===== config.mk =====
export PLATFORM = sky130hd
export DESIGN_NAME = sram_stall_ctrl
export DESIGN_NICKNAME = d
export VERILOG_FILES = /design/src/rtl/arm_mem_pkg.sv /design/src/rtl/sram_wait_counter.sv /design/src/rtl/sram_stall_ctrl.sv
export SDC_FILE = /design/constraint.sdc
export NUM_CORES = 1
export LEC_CHECK = 0
export BUFFER_PORTS_ARGS = -buffer_cell sky130_fd_sc_hd__buf_2
export CELL_PAD_IN_SITES_DETAIL_PLACEMENT = 0
export CELL_PAD_IN_SITES_GLOBAL_PLACEMENT = 1
export CORE_MARGIN = 5
export CORE_UTILIZATION = 30
export CTS_BUF_LIST = sky130_fd_sc_hd__clkbuf_4 sky130_fd_sc_hd__clkbuf_8 sky130_fd_sc_hd__clkbuf_16
export CTS_CLUSTER_DIAMETER = 100
export DETAILED_ROUTE_END_ITERATION = 16
export GPL_ROUTABILITY_DRIVEN = 0
export PLACE_DENSITY = 0.78
export SLEW_MARGIN = 20
export SYNTH_ARGS = -nofsm -noshare
export SYNTH_HDL_FRONTEND = slang
export SYNTH_SLANG_ARGS = --single-unit

===== constraint.sdc =====
create_clock -name clk -period 4.5 [get_ports clk]
set_clock_uncertainty 0.2 [all_clocks]
set_input_delay 0.9 -clock clk [delete_from_list [all_inputs] [get_ports clk]]
set_output_delay 0.9 -clock clk [all_outputs]
set_load 0.02 [all_outputs]

===== src/rtl/arm_mem_pkg.sv =====
// arm_mem_pkg: shared types and constants for the memory-stage SRAM controller.
package arm_mem_pkg;
  typedef enum logic [1:0] {IDLE, LO, HI, DONE} state_t;
  localparam logic HALF_LO = 1'b0;
  localparam logic HALF_HI = 1'b1;
  localparam logic [31:0] DEFAULT_BASE_ADDR = 32'd1024;
  localparam int CNT_W = $clog2(16);
endpackage


===== src/rtl/sram_wait_counter.sv =====
// sram_wait_counter: loadable down-counter with a zero flag for half-word transfer timing.
module sram_wait_counter
  import arm_mem_pkg::*;
(
  input  logic             clk,
  input  logic             rst,
  input  logic             load,
  input  logic             dec,
  input  logic [CNT_W-1:0] load_val,
  output logic             zero
);
  logic [CNT_W-1:0] count;
  always_ff @(posedge clk or posedge rst) begin
    if (rst) count <= '0;
    else if (load) count <= load_val;
    else if (dec) count <= count - 1'b1;
  end
  assign zero = (count == '0);
endmodule


===== src/rtl/sram_stall_ctrl.sv =====
// sram_stall_ctrl: splits 32-bit loads/stores into two 16-bit SRAM transfers, freezing the pipeline meanwhile.
// Define SRAM_STALL_STATS_EN to add rd_count/wr_count/stall_count statistics outputs.
module sram_stall_ctrl
  import arm_mem_pkg::*;
#(
  parameter int          ADDR_W      = 18,
  parameter int          WAIT_CYCLES = 2,
  parameter logic [31:0] BASE_ADDR   = DEFAULT_BASE_ADDR
) (
  input  logic              clk,
  input  logic              rst,
  input  logic              rd_en,
  input  logic              wr_en,
  input  logic [31:0]       address,
  input  logic [31:0]       write_data,
  output logic [31:0]       read_data,
  output logic              ready,
  output logic [ADDR_W-1:0] sram_addr,
  output logic [15:0]       sram_dq_out,
  input  logic [15:0]       sram_dq_in,
  output logic              sram_dq_oe,
`ifdef SRAM_STALL_STATS_EN
  output logic [15:0]       rd_count,
  output logic [15:0]       wr_count,
  output logic [31:0]       stall_count,
`endif
  output logic              sram_we_n
);
  localparam logic [CNT_W-1:0] RELOAD = CNT_W'(WAIT_CYCLES - 1);
  state_t state, state_n;
  logic op_wr, req, in_phase, start, cnt_zero;
  logic [ADDR_W-2:0] word_q, word_n;
  logic [31:0] wdata_q;
  assign req      = rd_en | wr_en;
  assign in_phase = (state == LO) | (state == HI);
  assign start    = (state == IDLE) & req;
  assign word_n   = (ADDR_W-1)'((address - BASE_ADDR) >> 2);
  sram_wait_counter u_cnt (
    .clk      (clk),
    .rst      (rst),
    .load     (start | (in_phase & cnt_zero)),
    .dec      (in_phase & ~cnt_zero),
    .load_val (RELOAD),
    .zero     (cnt_zero)
  );
  always_comb begin
    state_n = state;
    unique case (state)
      IDLE: state_n = req ? LO : IDLE;
      LO:   state_n = cnt_zero ? HI : LO;
      HI:   state_n = cnt_zero ? DONE : HI;
      DONE: state_n = IDLE;
    endcase
    ready       = (state == DONE) | ((state == IDLE) & ~req);
    sram_addr   = in_phase ? {word_q, (state == HI) ? HALF_HI : HALF_LO} : '0;
    sram_dq_oe  = in_phase & op_wr;
    sram_dq_out = sram_dq_oe ? ((state == HI) ? wdata_q[31:16] : wdata_q[15:0]) : 16'h0;
    // last cycle of each write phase releases the strobe so data/address hold past it
    sram_we_n   = ~(sram_dq_oe & (~cnt_zero | (WAIT_CYCLES == 1)));
  end
  always_ff @(posedge clk or posedge rst) begin
    if (rst) begin
      state     <= IDLE;
      op_wr     <= 1'b0;
      word_q    <= '0;
      wdata_q   <= '0;
      read_data <= '0;
    end else begin
      state <= state_n;
      if (start) begin
        op_wr   <= wr_en;
        word_q  <= word_n;
        wdata_q <= write_data;
      end
      if (in_phase && cnt_zero && !op_wr) begin
        if (state == HI) read_data[31:16] <= sram_dq_in;
        else read_data[15:0] <= sram_dq_in;
      end
    end
  end
`ifdef SRAM_STALL_STATS_EN
  always_ff @(posedge clk or posedge rst) begin
    if (rst) begin
      rd_count    <= '0;
      wr_count    <= '0;
      stall_count <= '0;
    end else begin
      if (state == DONE && !op_wr && rd_count != 16'hFFFF) rd_count <= rd_count + 1'b1;
      if (state == DONE && op_wr && wr_count != 16'hFFFF) wr_count <= wr_count + 1'b1;
      if (!ready) stall_count <= stall_count + 1'b1;
    end
  end
`endif
endmodule


**Word level (Yosys, flattened, before mapping)**

Index checks and enable logic that the tools add are counted.

- Add/subtract/negate cells: 2
- Eq/ne operators: 3
- Multiplexer cells: 10
- Bitwise logic cells: 14
- Reductions and logical operators: 8

Operator list:

| operator | count |
|---|---|
| $mux W16 | 2 |
| $sub A19 B11 Y19 const B | 1 |
| $mux W18 | 1 |
| $mux W4 | 2 |
| $pmux W2 S4 | 1 |
| $and A1 B1 Y1 | 6 |
| $eq A2 B2 Y1 const B | 2 |
| $logic_not A4 Y1 | 1 |
| $not A1 Y1 | 4 |
| $or A1 B1 Y1 | 4 |
| $reduce_and A2 Y1 | 2 |
| $sub A4 B1 Y4 const B | 1 |
| $mux W1 | 3 |
| $eq A2 B1 Y1 const B | 1 |
| $logic_and A1 B1 Y1 | 2 |
| $logic_not A2 Y1 | 1 |
| $mux W2 | 1 |
| $reduce_bool A2 Y1 | 1 |
| $logic_not A1 Y1 | 1 |

- Flip-flop bits (word level): 88
- Bits of input ports: 84
- Output and inout bits: 69
- Logic and storage cells: 44

**Logic depth before layout (Yosys ltp)**

- Depth in word-level cells: 5
- Depth in mapped cells: 8
- Depth with buffers taken out: 5

**By module**

A second synthesis with hierarchy kept.

- Cell total of the unflattened synthesis: 395
- Area total of the unflattened synthesis: 3977.6 µm²

By module, submodules not included:

| module | instances | cells an instance | area an instance (µm²) | seq. area each (µm²) |
|---|---|---|---|---|
| sram_stall_ctrl | 1 | 372 | 3746.1 | 2102.0 |
| sram_wait_counter | 1 | 23 | 231.5 | 100.1 |

**Least setup slack after synthesis**

OpenSTA, ideal clock, no wires.

- Kind: register to output
- Start point: register state[0]
- End point: output sram_dq_out[10]
- Data arrival time: 1.706 ns
- Data required time: 3.400 ns
- Slack: 1.694 ns
- Stages on the path, launching flop included: 7
- Path buffers: 2
- Cells stage by stage: dfrtp_1 -> inv_1 -> ha_1 -> buf_6 -> buf_1 -> mux2i_1 -> nor2_1

- Cells in the longest elaborated chain, start to end: 4
- Elaborated cells on any way between the ends: 6
- Those cells by class: 2 x eq/ne; 2 x mux; 2 x bitwise

RTL lines:

| what | line | source |
|---|---|---|
| start: declaration | sram_stall_ctrl.sv:30 | `state_t state, state_n;` |
| start signal: assignment | sram_stall_ctrl.sv:69 | `state <= state_n;` |
| $eq A2 B1 Y1 or $eq A2 B2 Y1 (tied branches) | sram_stall_ctrl.sv:35, sram_stall_ctrl.sv:57 |  |
| $or A1 B1 Y1 | sram_stall_ctrl.sv:35 | `assign in_phase = (state == LO) \| (state == HI);` |
| $and A1 B1 Y1 | sram_stall_ctrl.sv:56 | `sram_dq_oe = in_phase & op_wr;` |
| $mux W16 * | sram_stall_ctrl.sv:57 | `sram_dq_out = sram_dq_oe ? ((state == HI) ? wdata_q[31:16] : wdata_q[15:0]) : 16'h0;` |
| end: declaration | sram_stall_ctrl.sv:19 | `output logic [15:0] sram_dq_out,` |

Every way passes the cells marked *; elsewhere a longest branch is shown, timed or not.

**Final worst setup path**

- Start point: register state[0]
- End point: output sram_we_n

- Cells in the longest elaborated chain, start to end: 5
- Elaborated cells on any way between the ends: 6
- Those cells by class: 2 x eq/ne; 4 x bitwise

RTL lines:

| what | line | source |
|---|---|---|
| $eq A2 B1 Y1 or $eq A2 B2 Y1 (tied branches) | sram_stall_ctrl.sv:35 |  |
| $or A1 B1 Y1 * | sram_stall_ctrl.sv:35 |  |
| $and A1 B1 Y1 * | sram_stall_ctrl.sv:56 |  |
| $and A1 B1 Y1 * | sram_stall_ctrl.sv:59 | `sram_we_n = ~(sram_dq_oe & (~cnt_zero \| (WAIT_CYCLES == 1)));` |
| $not A1 Y1 * | sram_stall_ctrl.sv:59 |  |
| end: declaration | sram_stall_ctrl.sv:27 | `output logic sram_we_n` |

Marked as above.

==> results.ini <==
[outcome]
outcome=complete, no violations

[clock_tree]
cts_num_sinks=88
cts_resized=0
clock_latency_ns=0.33
htreeDepth=3
cts_tree=yes
cts_max_path_buffers=2
cts_made_buffers=9
cts_setup_buffers=0
cts.clk_slew.worst_paths_ns=0.06
hold_buffers=0
root_buffer=clkbuf_16

[timing]
drv_slew=0
tightest_slew_ns=1.05
setup_viol=0
rsz0062_at_grt=false
hold_viol_final=0
setup_tns_ns=0
layout_min_cycle_time_ns=3.17
fin_crit_sh_pct=70.5
clock.fmax_ghz=0.315
relSlewSlack_pct=29.9

[critical_path]
crit_path_max_fanout=17
worst-setup-path-type=reg -> out
cp-start-kind=flip-flop
worstPathRequired_ns=3.40
reg2regPathDepth=5
r2r_end=read_data[17]$_DFFE_PP0P_
end_kind=output port
r2r-start=u_cnt.count[0]$_DFFE_PP0P_
arrival_ns=2.07
reg2reg_slack_ns=1.57

[routing]
first_pass_iters=4
viasPerCell=4.44
drt_wl_total_mm=9.70
antenna_left=0
vias=3117
routedWlPerCell_um=13.8
drc=0
drt-initial-drc-count=100

[global_route]
overflow=0
top_usage_layer=met2
grt.met1_usage_pct=15.8
grt_use_met3_pct=4.18
antenna_found_initial=0
grt_pass1_vias=3189
grt_max_degree=56
grt_pass1_wl_mm=16.0
track_usage_pct=12.7
grt_use_met2_pct=20.4

[hold_path]
hold_end=wdata_q[1]$_DFFE_PP0P_
min_from=wdata_q[1]$_DFFE_PP0P_
min_path_cells=2
hold_class=reg -> reg

[synth]
ys_ff_latch=88
avgSynthCellArea_sq_um=10.2
ys_warn_count=0
synth_cell_types=33
synthesis.area_sq_um=3970
synthCells=390
yosysSeqAreaShare_pct=55.5
synth_nets=481

[pwr]
total_power_mw=3.90
p_leak_nw=2.60
swShare_pct=41.9
internal_power_mw=2.27
switching_power_mw=1.64
ir_worst_vdd_mv=0.236
p_comb_share_pct=47.1
p_clk_share_pct=18.4
seqPwrFrac_pct=34.5
power_density_nw_per_um2=764

[finish]
diodes=0
nFillCells=1328
areaGrowthSynthToFinish_pct=28.7
final_area_sq_um=5110
drive_gt1_share_pct=37.1
final_net_count=612

[placed_design]
dpl.hpwl_mm=6.96
place_area_sq_um=4810
portBuffers=137

[floorplan]
die_area_sq_um=15600
initial_utilization_pct=30.3
core_area_sq_um=13100
fp.dieW_um=125
pin_count=153
row_count=42
die_h_um=125

[job]
drv_cap=0

-- power groups by stage --
stage	clock network, mW	registers, mW	logic (mW)
detailed placement	0	1.36	1.88
floorplan	0	1.48	1.17
finish	0.719	1.34	1.84
CTS	0.747	1.35	1.88
global placement	0	1.34	1.85
global route	0.777	1.39	2.05
-- layout make-up --
type                       count  area [sq um]  share of cell area, %
clock inverter                 3          15.0                  0.294
clock buffer                  13           274                   5.37
multi-input combinational    273          1640                   32.0
tap                          176           220                   4.31
sequential                    88          2200                   43.1
timing repair buffer         141           728                   14.3
inverter                       8          31.3                  0.613
-- layer usage --
| layer | share of wire [%] | vias to the layer above |
|---|---|---|
| met5 | 0 | - |
| met3 | 6.5 | 13 |
| li1 | - | 1532 |
| met2 | 46 | 96 |
| met1 | 46 | 1476 |
| met4 | 1.9 | 0 |
-- cell usage in the layout (no fill, tap or decap), types with 6 or more instances in the layout --
cell and count:
mux2_2 32, dfrtp_1 88, mux2i_1 18, a31oi_1 6, o21ai_0 7, and2_1 17
inv_1 7, nor2_1 26, clkbuf_16 9, ha_1 7, nand2_1 132, buf_2 137
-- synthesized netlist by cell type --
master / count / area, sq um
and2_1: 17 / 106
nand4b_1: 1 / 8.76
buf_2: 1 / 5.00
a21o_1: 1 / 7.51
o21ai_0: 7 / 35.0
or4_1: 3 / 22.5
nor4b_1: 1 / 8.76
inv_1: 8 / 30.0
dfrtp_1: 88 / 2200
a21oi_1: 2 / 10.0
xnor2_1: 1 / 8.76
buf_1: 2 / 7.51
or2_2: 1 / 6.26
a31oi_1: 6 / 37.5
nand2_1: 132 / 495
nand3b_1: 1 / 7.51
or3b_1: 1 / 8.76
mux2_2: 32 / 360
nor4b_4: 1 / 23.8
nor2_1: 26 / 97.6
clkbuf_1: 13 / 48.8
and3_2: 1 / 7.51
buf_6: 5 / 56.3
nor3b_1: 1 / 7.51
o31ai_1: 2 / 15.0
o21a_1: 1 / 7.51
mux2i_1: 18 / 180
o22ai_1: 1 / 6.26
nand2b_1: 3 / 18.8
o21ai_1: 1 / 5.00
nand4bb_1: 1 / 11.3
or3_1: 4 / 25.0
ha_1: 7 / 87.6
-- worst max path at each step --
stage	from	to	slack [ns]	cells after the start
after floorplan	rst	asynchronous set/reset pin	1.12	1
after global placement	u_cnt.count[0]$_DFFE_PP0P_	read_data[29]$_DFFE_PP0P_	1.56	5
after detailed placement	u_cnt.count[0]$_DFFE_PP0P_	read_data[27]$_DFFE_PP0P_	1.57	5
after CTS	state[0]$_DFF_PP0_	sram_dq_out[0]	1.25	5
after global routing	state[0]$_DFF_PP0_	sram_we_n	1.14	6
final	state[0]$_DFF_PP0_	sram_we_n	1.33	6
-- cells by family (layout without fill, tap and decap cells) --
kind of cell / after synthesis / after routing / synth area share, %
fa+ha+maj: 7 / 7 / 2.21
xor+xnor: 1 / 1 / 0.221
simple gates: 194 / 194 / 21.6
buf+inv: 29 / 165 / 3.72
compound gates: 21 / 21 / 3.12
mux: 50 / 50 / 13.6
flops: 88 / 88 / 55.5
-- critical path, cell delays in order, from the launching register on --
cell	delay, ns
dfrtp_1	0.40
inv_1	0.10
ha_1	0.31
nand2_1	0.53
inv_1	0.12
nand2_1	0.09
buf_2	0.17
-- stage by stage --
stage	hold slack, ns	instances	worst slack (ns)	util, %
4_1_cts	0.277	702	1.25	39.0
3_3_place_gp	0.252	686	1.56	36.8
5_1_grt	0.294	702	1.14	39.0
2_1_floorplan	0.237	390	1.12	-
6_report	0.272	702	1.33	39.0
3_5_place_dp	0.259	686	1.57	36.8
-- registers in the layout (all words and copies together) (netlist names), named ones only --
signal	cells
read_data	32
wdata_q	32
word_q	17
u_cnt.count	4
op_wr	1
state	1
Note: power is estimated with default switching activity, not from simulation.
